## config.mk

```make
export PLATFORM = sky130hd
export DESIGN_NAME = set_bank_flat
export DESIGN_NICKNAME = d
export VERILOG_FILES = /design/src/rtl/set_bank_if.sv /design/src/rtl/set_bank.sv /design/src/flat_wrapper.sv
export SDC_FILE = /design/constraint.sdc
export NUM_CORES = 1
export LEC_CHECK = 0
export CORE_ASPECT_RATIO = 1.4
export CORE_MARGIN = 2
export CORE_UTILIZATION = 35
export DETAILED_ROUTE_END_ITERATION = 8
export GPL_TIMING_DRIVEN = 1
export HOLD_SLACK_MARGIN = 0.05
export SETUP_SLACK_MARGIN = 0.5
export SYNTH_ARGS = -nofsm -noshare
export SYNTH_HDL_FRONTEND = slang
export SYNTH_SLANG_ARGS = --single-unit
```

## constraint.sdc

```tcl
create_clock -name CLK -period 2.15 [get_ports CLK]
set_input_delay 0.215 -clock CLK [delete_from_list [all_inputs] [get_ports CLK]]
set_output_delay 0.215 -clock CLK [all_outputs]
set_load 0.01 [all_outputs]
```

## src/rtl/set_bank_if.sv

```systemverilog
// Bus-side signal bundle for the settings bank: bus-cycle inputs from the
// bus-cycle controller and the committed settings / timeout status returned.
interface set_bank_if #(
    parameter int NDEV = 6,
    parameter int TW   = 4,
    parameter int AW   = TW + NDEV + 1
);
    logic            BACT;
    logic [AW-1:0]   A;
    logic            SetCSWR;
    logic [NDEV-1:0] DevSel;
    logic [NDEV-1:0] SlowDev;
    logic            SlowClockGate;
    logic [TW-1:0]   SlowTimeout;
    logic            SetPending;
    logic            SlowActive;
    logic            SlowExpired;

    // Bus side: drives the cycle, observes settings and timeout status.
    modport master (
        output BACT, A, SetCSWR, DevSel,
        input  SlowDev, SlowClockGate, SlowTimeout, SetPending, SlowActive, SlowExpired
    );

    // Settings bank side.
    modport slave (
        input  BACT, A, SetCSWR, DevSel,
        output SlowDev, SlowClockGate, SlowTimeout, SetPending, SlowActive, SlowExpired
    );
endinterface

```

## src/rtl/set_bank.sv

```systemverilog
// Slow-device settings bank. A settings write seen during a bus cycle is
// staged and only committed once the cycle has ended, so the slow enables,
// clock gate and timeout never change under a running access. A per-access
// counter flags slow accesses that outlast the committed timeout.
module set_bank #(
    parameter int NDEV = 6,
    parameter int TW   = 4
) (
    input  logic     CLK,
    input  logic     POR,
    set_bank_if.slave bus
);
    localparam int AW = TW + NDEV + 1;

    typedef enum logic [1:0] {
        IDLE    = 2'd0,
        COUNT   = 2'd1,
        EXPIRED = 2'd2
    } state_t;

    // Registered bus qualifiers
    logic bact_reg;
    logic wr_reg;
    logic wr1_reg;

    // Staging and committed settings
    logic [AW-1:0]   stage_reg;
    logic            pending_reg;
    logic [NDEV-1:0] slow_dev_reg;
    logic            clock_gate_reg;
    logic [TW-1:0]   timeout_reg;

    // Timeout FSM
    state_t          state_reg, state_next;
    logic [TW-1:0]   cnt_reg, cnt_next;

    logic            write_event;
    logic            commit;
    logic            access_start;
    logic [NDEV-1:0] dev_hit;
    logic            slow_hit;

    // One write event per rising edge of the qualified write strobe; a commit
    // needs the bus to have been seen idle, so the two never coincide.
    assign write_event  = wr_reg & ~wr1_reg;
    assign commit       = pending_reg & ~bact_reg;
    assign access_start = bus.BACT & ~bact_reg;

    // Per-device slow match; any selected slow device makes the access slow,
    // which also covers a non-one-hot select.
    generate
        for (genvar gi = 0; gi < NDEV; gi++) begin : g_hit
            assign dev_hit[gi] = bus.DevSel[gi] & slow_dev_reg[gi];
        end
    endgenerate
    assign slow_hit = |dev_hit;

    // Register the bus-active and write-select inputs for edge detection.
    always_ff @(posedge CLK) begin
        if (POR) begin
            bact_reg <= 1'b0;
            wr_reg   <= 1'b0;
            wr1_reg  <= 1'b0;
        end else begin
            bact_reg <= bus.BACT;
            wr_reg   <= bus.BACT & bus.SetCSWR;
            wr1_reg  <= wr_reg;
        end
    end

    // Stage the latest write (last write wins) and track whether one awaits commit.
    always_ff @(posedge CLK) begin
        if (POR) begin
            stage_reg   <= '0;
            pending_reg <= 1'b0;
        end else if (write_event) begin
            stage_reg   <= bus.A;
            pending_reg <= 1'b1;
        end else if (commit) begin
            pending_reg <= 1'b0;
        end
    end

    // Commit the staged fields once the bus has gone idle.
    always_ff @(posedge CLK) begin
        if (POR) begin
            slow_dev_reg   <= '1;
            clock_gate_reg <= 1'b0;
            timeout_reg    <= '1;
        end else if (commit) begin
            timeout_reg    <= stage_reg[AW-1:NDEV+1];
            slow_dev_reg   <= stage_reg[NDEV:1];
            clock_gate_reg <= stage_reg[0];
        end
    end

    // Timeout FSM state and counter registers.
    always_ff @(posedge CLK) begin
        if (POR) begin
            state_reg <= IDLE;
            cnt_reg   <= '0;
        end else begin
            state_reg <= state_next;
            cnt_reg   <= cnt_next;
        end
    end

    // Timeout FSM next state; bus going idle always wins over expiry.
    always_comb begin
        state_next = state_reg;
        cnt_next   = cnt_reg;
        case (state_reg)
            IDLE: begin
                if (access_start && slow_hit) begin
                    cnt_next   = timeout_reg;
                    state_next = COUNT;
                end
            end
            COUNT: begin
                if (!bus.BACT) begin
                    state_next = IDLE;
                end else if (cnt_reg == '0) begin
                    state_next = EXPIRED;
                end else begin
                    cnt_next = cnt_reg - TW'(1);
                end
            end
            EXPIRED: begin
                if (!bus.BACT) begin
                    state_next = IDLE;
                end
            end
            default: begin
                state_next = IDLE;
            end
        endcase
    end

    assign bus.SlowDev       = slow_dev_reg;
    assign bus.SlowClockGate = clock_gate_reg;
    assign bus.SlowTimeout   = timeout_reg;
    assign bus.SetPending    = pending_reg;
    assign bus.SlowActive    = (state_reg == COUNT);
    assign bus.SlowExpired   = (state_reg == EXPIRED);

endmodule

```

## src/flat_wrapper.sv

```systemverilog
// flat-port wrapper written by rule: the top's interface ports become plain ports
module set_bank_flat 
#(
    parameter int NDEV = 6,
    parameter int TW   = 4
)
  (CLK, POR, bus_BACT, bus_A, bus_SetCSWR, bus_DevSel, bus_SlowDev, bus_SlowClockGate, bus_SlowTimeout, bus_SetPending, bus_SlowActive, bus_SlowExpired);
  set_bank_if #(.NDEV(NDEV), .TW(TW)) bus_i ();
  input  logic CLK;
  input  logic POR;
  input wire logic [$bits(bus_i.BACT)-1:0] bus_BACT;
  input wire logic [$bits(bus_i.A)-1:0] bus_A;
  input wire logic [$bits(bus_i.SetCSWR)-1:0] bus_SetCSWR;
  input wire logic [$bits(bus_i.DevSel)-1:0] bus_DevSel;
  output wire logic [$bits(bus_i.SlowDev)-1:0] bus_SlowDev;
  output wire logic [$bits(bus_i.SlowClockGate)-1:0] bus_SlowClockGate;
  output wire logic [$bits(bus_i.SlowTimeout)-1:0] bus_SlowTimeout;
  output wire logic [$bits(bus_i.SetPending)-1:0] bus_SetPending;
  output wire logic [$bits(bus_i.SlowActive)-1:0] bus_SlowActive;
  output wire logic [$bits(bus_i.SlowExpired)-1:0] bus_SlowExpired;
  assign bus_i.BACT = bus_BACT;
  assign bus_i.A = bus_A;
  assign bus_i.SetCSWR = bus_SetCSWR;
  assign bus_i.DevSel = bus_DevSel;
  assign bus_SlowDev = bus_i.SlowDev;
  assign bus_SlowClockGate = bus_i.SlowClockGate;
  assign bus_SlowTimeout = bus_i.SlowTimeout;
  assign bus_SetPending = bus_i.SetPending;
  assign bus_SlowActive = bus_i.SlowActive;
  assign bus_SlowExpired = bus_i.SlowExpired;
  set_bank #(.NDEV(NDEV), .TW(TW)) u_core (.CLK(CLK), .POR(POR), .bus(bus_i));
endmodule
```

Word-level counts from Yosys, hierarchy flattened

Index checks and enable logic that the tools add are counted.

Word-level logic and storage cells: 49
Output and inout bits: 14
Bits of input ports: 21
Register bits after elaboration: 32

$add $sub $neg: 1
Equal/unequal tests: 7
Bitwise logic cells: 12
Reduce and logical (&&, ||, !) cells: 8
Muxes and demuxes: 11

Operators with widths:

| cell                  | count |
|---|---|
| $mux W4               | 3 |
| $and A1 B1 Y1         | 10 |
| $mux W2               | 4 |
| $pmux W4 S2           | 1 |
| $ne A2 B2 Y1 const B  | 3 |
| $pmux W2 S3           | 1 |
| $reduce_or A6 Y1      | 1 |
| $logic_not A4 Y1      | 1 |
| $reduce_and A4 Y1     | 1 |
| $reduce_bool A2 Y1    | 2 |
| $sub A4 B1 Y4 const B | 1 |
| $ne A3 B2 Y1 const B  | 1 |
| $reduce_and A3 Y1     | 1 |
| $eq A2 B1 Y1 const B  | 1 |
| $eq A2 B2 Y1 const B  | 1 |
| $logic_not A2 Y1      | 1 |
| $mux W1               | 2 |
| $ne A2 B1 Y1 const B  | 1 |
| $not A1 Y1            | 2 |
| $logic_and A1 B1 Y1   | 1 |

Longest topological paths before layout

Gate-level depths: netlist of run 1.

Depth after elaboration: 5
Depth in mapped cells: 6
Depth with buffers taken out: 6

Least setup slack after synthesis of run 1

No wires, ideal clock.

Path kind: register to register
Start point: register u_core.cnt_reg[0]
End point: register u_core.cnt_reg[2]
Setup slack: 0.511 ns
Library setup time: 0.117 ns
Stages on the path, launching flop included: 7
Period minus slack after synthesis: 1.639 ns
Arrival time: 1.522 ns
Data required time: 2.033 ns
Path through: dfxtp_1 inv_1 ha_1 nor3b_1 o22a_1 nand2_1 a32o_1

Longest elaborated chain between the ends: 4
Elaborated cells on any way between the ends: 7
Those cells by class: add/sub: 1; eq/ne: 1; mux: 3; reduce/logical: 2

RTL lines:

| what                   | line            | source |
|---|---|---|
| from (decl)            | set_bank.sv:35  | `logic [TW-1:0] cnt_reg, cnt_next;` |
| from (signal assigned) | set_bank.sv:104 | `cnt_reg <= cnt_next;` |
| $sub A4 B1 Y4          | set_bank.sv:125 | `cnt_next = cnt_reg - TW'(1);` |
| $mux W4                | set_bank.sv:122 | `end else if (cnt_reg == '0) begin` |
| $mux W4                | set_bank.sv:120 | `if (!bus.BACT) begin` |
| $pmux W4 S2            | set_bank.sv:112 | `case (state_reg)` |

Parallel ways exist; a longest one is shown, timed or not. The select of a mux whose other input is x is not followed.
A chain may end at the register's enable or synchronous reset.

Worst setup path in the final report of run 1

Start point: input bus_BACT
End point: register u_core.cnt_reg[0]

Longest elaborated chain between the ends: 4
Elaborated cells on any way between the ends: 5
Those cells by class: eq/ne: 2; bitwise: 1; reduce/logical: 2

RTL lines:

| what                                 | line               | source |
|---|---|---|
| from (decl)                          | flat_wrapper.sv:11 | `input wire logic [$bits(bus_i.BACT)-1:0] bus_BACT;` |
| $and A1 B1 Y1                        | set_bank.sv:47     | `assign access_start = bus.BACT & ~bact_reg;` |
| $logic_and A1 B1 Y1                  | set_bank.sv:114    | `if (access_start && slow_hit) begin` |
| $ne A2 B1 Y1 (no source line)        | -                  |  |
| $reduce_and A4 Y1 (no source line) * | -                  |  |

Mark *: on every way between the ends. The rest lies on a longest branch, timed or not.

==> qor.csv, run 1 <==
stage,metric,value,unit
hold_path,Hold Crit Start,u_core.stage_reg[9],
global_route,vias in the first global route,1162,
worst_setup_path,reg2reg path depth,4,
global_route,first-pass GRT wire length,5244,um
cts,worst skew pair latency,0.28,ns
worst_setup_path,crit path DAT,1.77,ns
floorplanning,DIE WIDTH,55.39,um
floorplanning,total core area,3611,um2
worst_setup_path,Worst EP required,2.31,ns
placement,GPL Wtd Cong,0.7686,
worst_setup_path,worst reg-to-reg setup slack,0.55,ns
synth,Post-synth EDFFs,0,
synth,"FFs w/ async S/R, synth",0,
final_layout,Layout Nets,206,
cts,clk root buf,clkbuf_8,
global_route,largest net degree at the start of global routing,21,
power_and_ir_drop,final total power,0.001410,W
global_route,GRT Overall Usage,0.1604,
worst_setup_path,reg2reg start,u_core.state_reg[0],
synth,synth warn,0,
route,Routed wire per std cell,14.24,um
worst_setup_path,CP max FO,4,
route,drt total wl,3219,um
synth,ys flop type,dfxtp_1,
worst_setup_path,startpoint types,input pin,
power_and_ir_drop,Max VDD drop,0.4989,mV
timing,setup_tns,0,ns
cts,Clock Sinks,32,
route,Via Count,1181,
timing,period utilisation layout,0.7473,
floorplanning,die area,4206,um2
hold_path,WHS Endpoint,u_core.stage_reg[9],
timing,Slew @ Worst Pin,0.8307,ns
final_layout,layout cell share with drive strength beyond 1,0.1033,
route,"antenna viol nets, final",0,
power_and_ir_drop,Leak,0.6712,nW
timing,Layout Skew,0.006126,ns
final_layout,n_diodes,0,
timing,endpoints failing hold,0,
timing,Rel. slew slack,0.4451,
cts,"Reg clk slew, reported paths",0.06,ns
synth,#FFs+latches synth,32,
cts,H-tree levels,2,
global_route,initial antenna violation count,0,
global_route,Overflow after GRT,0,
power_and_ir_drop,Pwr Density,781.3,nW/um2
placement,placed cell area,1685,um2
floorplanning,die height,75.94,um
worst_setup_path,CP Capture Type,flop,
timing,unrepaired setup endpoints after global routing,yes,
synth,Syn Inst Count,145,
cts,TritonCTS clock tree,done,
final_layout,area delta synth->final,39.46,%
hold_path,hold depth,2,
cts,clk buf depth,2,
synth,Mapped Avg Cell Area,8.922,um2
route,Pre-antenna DRT Iters,4,
worst_setup_path,worst r2r dst,u_core.cnt_reg[0],
hold_path,Worst Hold Class,flop to flop,
placement,IO Port Bufs,34,
synth,syn nets,167,
timing,Final setup violation count,0,
final_layout,post-route cell area,1804,um2
timing,Fmax achieved,622.4,MHz
floorplanning,# rows,26,
final_layout,Final Util,0.4997,
route,detailed router's first-iteration violation count,38,
route,DR vias/cell,5.226,
floorplanning,Initial Utilization,0.3583,
timing,Final min period,1.607,ns
cts,hold buffers post-CTS,0,
worst_setup_path,kind of critical path,input pin to flop,
final_layout,max reg flops,11,
synth,post-synth cell types,28,
synth,fraction of the yosys area taken by sequential cells,0.4952,
placement,DP HPWL,2276,um
floorplanning,io pins,35,
cts,total CTS buffers,5,
synth,Syn Std Cell Area,1294,um2
run_status,run status,"finished, final reports clean",
job,number of max-cap violations,0,
route,# DRC,0,
timing,Pins Over Slew Limit,0,
==> worst max-delay path: stages <==
cell	delay, ns
clkdlybuf4s50_1	0.51
or4b_4	0.50
o22a_1	0.25
a31oi_1	0.21
a21oi_1	0.09
==> layout make-up <==
| class | instances | area, um2 |
|---|---|---|
| Sequential cell | 32 | 646.9 |
| Tap cell | 42 | 52.55 |
| Clock buffer | 7 | 96.34 |
| Multi-Input combinational cell | 103 | 624.3 |
| Fill cell | 365 | 1807 |
| Inverter | 4 | 15.01 |
| Timing Repair Buffer | 38 | 369.1 |
==> through the flow <==
step | hold slack [ns] | cells | worst slack, ns
detailed placement | 0.4516 | 218 | 0.2622
floorplan | 0.3013 | 145 | 0.5106
finish | 0.4544 | 226 | 0.5434
global route | 0.4809 | 226 | 0.4685
global placement | 0.4421 | 218 | 0.2954
CTS | 0.4599 | 225 | 0.5186
==> timing repair <==
item,CTS,global route
buffers inserted,0,1
pin swaps,0,2
endpoints found under the setup margin,4,4
gates resized for setup,4,5
==> synthesized netlist by cell type, types with 2 or more instances <==
library cell  count  area share
nand2_1          37        0.11
dfxtp_1          32        0.50
a21oi_1          17       0.066
mux2i_1          11       0.085
nor2b_1           7       0.034
clkbuf_1          5       0.015
inv_1             4       0.012
nor2_1            3      0.0087
o22ai_1           3       0.015
a22o_1            2       0.014
a22oi_1           2       0.012
a32o_1            2       0.015
and2_1            2      0.0097
nand2b_1          2      0.0097
nor3_1            2      0.0077
nor3b_1           2       0.012
==> worst max-delay path by stage <==
stage / startpoint / to / depth (start not counted)
after floorplan: u_core.cnt_reg[0] / u_core.cnt_reg[2] / 6
after global placement: bus_BACT / u_core.cnt_reg[3] / 5
after detailed placement: bus_BACT / u_core.cnt_reg[3] / 5
after CTS: u_core.state_reg[1] / bus_SlowExpired / 2
after global routing: u_core.cnt_reg[0] / u_core.cnt_reg[2] / 7
final: bus_BACT / u_core.cnt_reg[0] / 5
==> logic make-up after synthesis <==
group | share of synthesized area
mux | 0.08511
compound gates | 0.1644
buf+inv | 0.02998
simple gates | 0.2157
fa+ha+maj | 0.009670
flops | 0.4952
==> per-layer routing <==
metal  vias to the layer above  track usage  wire length, um
li1                        575            -                -
met1                       575       0.1720             1336
met2                        25       0.2774             1691
met3                         6      0.05631              129
met4                         0      0.07317               61
met5                         -            0                0
==> cell usage in the layout (no fill, tap or decap) <==
cell             netlist  final
nand3b_1               1      1
nor4b_1                1      1
nor3b_1                2      1
a22o_1                 2      2
a31oi_1                1      1
mux2i_1               11     11
o21a_1                 1      1
inv_1                  4      4
buf_4                  0      4
nand2b_2               0      1
or4b_4                 1      1
dlygate4sd2_1          0      1
nor2b_2                0      1
o21ai_0                1      1
nand2_1               37     37
nor3_1                 2      2
nor2_1                 3      3
nor2b_1                7      6
a22oi_1                2      2
clkbuf_8               0      7
dfxtp_2                0      2
nor3b_2                0      1
nand2b_1               2      1
o22ai_1                3      3
dfxtp_1               32     29
clkdlybuf4s50_1        0     33
nand3_1                1      1
o311ai_1               0      1
o22a_1                 1      1
o22ai_4                1      1
a32o_1                 2      2
dfxtp_4                0      1
a21oi_1               17     17
and2_1                 2      2
ha_1                   1      1
==> power by group <==
group	switching, W	leakage (nW)	total [W]	internal (W)
sequential	0.0000319	0.263	0.000661	0.000630
combinational	0.000115	0.358	0.000249	0.000134
clock	0.000215	0.0503	0.000499	0.000285
total	0.000362	0.671	0.00141	0.00105
No activity file was read; power rests on OpenSTA's default activity.
==> inputs of run 2 (changes only) <==
==> constraint.sdc (replaced) <==
create_clock -name CLK -period 1.4 [get_ports CLK]
set_input_delay 0.14 -clock CLK [delete_from_list [all_inputs] [get_ports CLK]]
set_output_delay 0.14 -clock CLK [all_outputs]
set_load 0.01 [all_outputs]
==> qor.csv, run 2 (synthesized netlist as in run 1, its figures left out) <==
stage,metric,value,unit
hold_path,Hold Crit Start,POR,
route,Pre-antenna DRT Iters,4,
placement,IO Port Bufs,34,
timing,unrepaired setup endpoints after global routing,yes,
global_route,vias in the first global route,1335,
placement,placed cell area,1819,um2
timing,final setup margin,-0.1454,ns
hold_path,hold depth,2,
global_route,first-pass GRT wire length,5968,um
worst_setup_path,worst reg-to-reg setup slack,-0.14,ns
timing,Final min period,1.545,ns
final_layout,area delta synth->final,78.43,%
route,Via Count,1299,
power_and_ir_drop,Leak,0.9211,nW
placement,Placed Instances,234,
worst_setup_path,startpoint types,input pin,
placement,pre-CTS setup slack,-0.4113,ns
final_layout,Storage cell area,669.4,um2
cts,worst skew pair latency,0.28,ns
timing,Final setup violation count,4,
final_layout,n_diodes,0,
final_layout,filler instances,293,
placement,GPL Wtd Cong,0.8098,
cts,Clock Sinks,32,
worst_setup_path,CP Capture Type,flop,
cts,hold buffers post-CTS,0,
cts,TritonCTS clock tree,done,
final_layout,layout cell share with drive strength beyond 1,0.5442,
cts,total CTS buffers,5,
global_route,initial antenna violation count,0,
final_layout,post-route cell area,2308,um2
floorplanning,DIE WIDTH,55.39,um
floorplanning,# rows,26,
cts,clk root buf,clkbuf_8,
timing,Pins Over Slew Limit,0,
route,DR vias/cell,5.054,
route,Routed wire per std cell,15.30,um
floorplanning,total core area,3611,um2
route,drt total wl,3932,um
worst_setup_path,reg2reg path depth,4,
global_route,GRT Overall Usage,0.1787,
global_route,Overflow after GRT,0,
placement,DP HPWL,2440,um
floorplanning,die area,4206,um2
worst_setup_path,CP max FO,4,
final_layout,Multi-input gate area,839.6,um2
worst_setup_path,crit path DAT,1.72,ns
worst_setup_path,kind of critical path,input pin to flop,
timing,Fmax achieved,647.1,MHz
floorplanning,die height,75.94,um
hold_path,WHS Endpoint,u_core.state_reg[0],
cts,"Reg clk slew, reported paths",0.07,ns
power_and_ir_drop,Max VDD drop,1.067,mV
cts,H-tree levels,2,
worst_setup_path,Worst EP required,1.57,ns
final_layout,"commonest non-fill, non-tap cell in the layout",nand2_1,
timing,endpoints failing hold,0,
floorplanning,Initial Utilization,0.3583,
timing,Rel. slew slack,0.7723,
route,detailed router's first-iteration violation count,53,
hold_path,Worst Hold Class,input pin to flop,
timing,Layout Skew,0.009222,ns
cts,clk buf depth,2,
timing,period utilisation layout,1.104,
final_layout,fin cells,257,
route,# DRC,0,
worst_setup_path,worst r2r dst,u_core.cnt_reg[3],
final_layout,most frequent cells in the layout,"26 x nand2_1, 23 x buf_6, 19 x clkdlybuf4s50_1, 19 x buf_4, 17 x dfxtp_2",
floorplanning,io pins,35,
final_layout,Layout Nets,236,
power_and_ir_drop,Pwr Density,1030,nW/um2
route,"antenna viol nets, final",0,
global_route,largest net degree at the start of global routing,15,
final_layout,max reg flops,11,
run_status,run status,"complete, but fails checks",
run_status,failing checks,setup timing,
timing,Slew @ Worst Pin,0.3407,ns
job,number of max-cap violations,0,
worst_setup_path,reg2reg start,u_core.state_reg[0],
==> run 2: cell types whose count changed in the layout (fill, tap and decap cells not counted), sizes merged <==
cell | before | now
nand2b | 2 | 3
clkinvlp | 0 | 1
clkdlybuf4s50 | 33 | 19
buf | 4 | 47
==> run 2: how the worst max path moves through the flow <==
stage,startpoint,end,slack [ns],depth (start not counted)
floorplan,u_core.bact_reg,u_core.cnt_reg[3],-0.04,4
global placement,bus_BACT,u_core.cnt_reg[0],-0.35,5
detailed placement,bus_BACT,u_core.cnt_reg[2],-0.41,5
CTS,u_core.state_reg[0],u_core.cnt_reg[3],-0.12,4
global route,u_core.bact_reg,u_core.cnt_reg[2],-0.21,5
finish,bus_BACT,u_core.cnt_reg[3],-0.15,5
==> run 2: final cells by class <==
cell class	count	share of cell area
flip-flops and latches	32	0.2900
clock buffers	7	0.03740
inverters	4	0.007588
well taps	42	0.02276
multi-input cells	104	0.3637
clock inverters	1	0.003252
repair buffers	67	0.2753
==> run 2: stage by stage <==
stage	TNS [ns]	power [W]	utilization	hold slack (ns)
after floorplan	-0.06313	0.001255	-	0.2188
after global placement	-1.548	0.001478	0.5038	0.4443
after detailed placement	-1.739	0.001489	0.5038	0.4487
after CTS	-0.3438	0.002305	0.5852	0.3420
after global routing	-0.7059	0.002480	0.6393	0.3584
final	-0.4696	0.002377	0.6393	0.3393
==> run 2: power by group <==
group / internal [W] / switching [W]
clock: 0.000399 / 0.000325
sequential: 0.000967 / 0.0000486
combinational: 0.000365 / 0.000274
==> run 2: what timing repair did <==
item,CTS,global route
resized for setup,119,42
buffers inserted,9,3
pin swaps,25,21
setup endpoints to repair,44,39
cloned,2,1
==> run 2: layer usage <==
| metal | vias up | share of wire | global-route usage |
|---|---|---|---|
| met5 | - | 0 | 0 |
| met4 | 0 | 0.016 | 0.09512 |
| met3 | 8 | 0.023 | 0.03584 |
| met2 | 26 | 0.57 | 0.3274 |
| met1 | 625 | 0.39 | 0.1860 |
| li1 | 640 | - | - |
==> run 2: worst max-delay path, cell delays in order <==
cell	delay, ns
clkdlybuf4s50_1	0.53
or4b_4	0.51
o22ai_4	0.15
o22ai_1	0.12
a32o_1	0.26
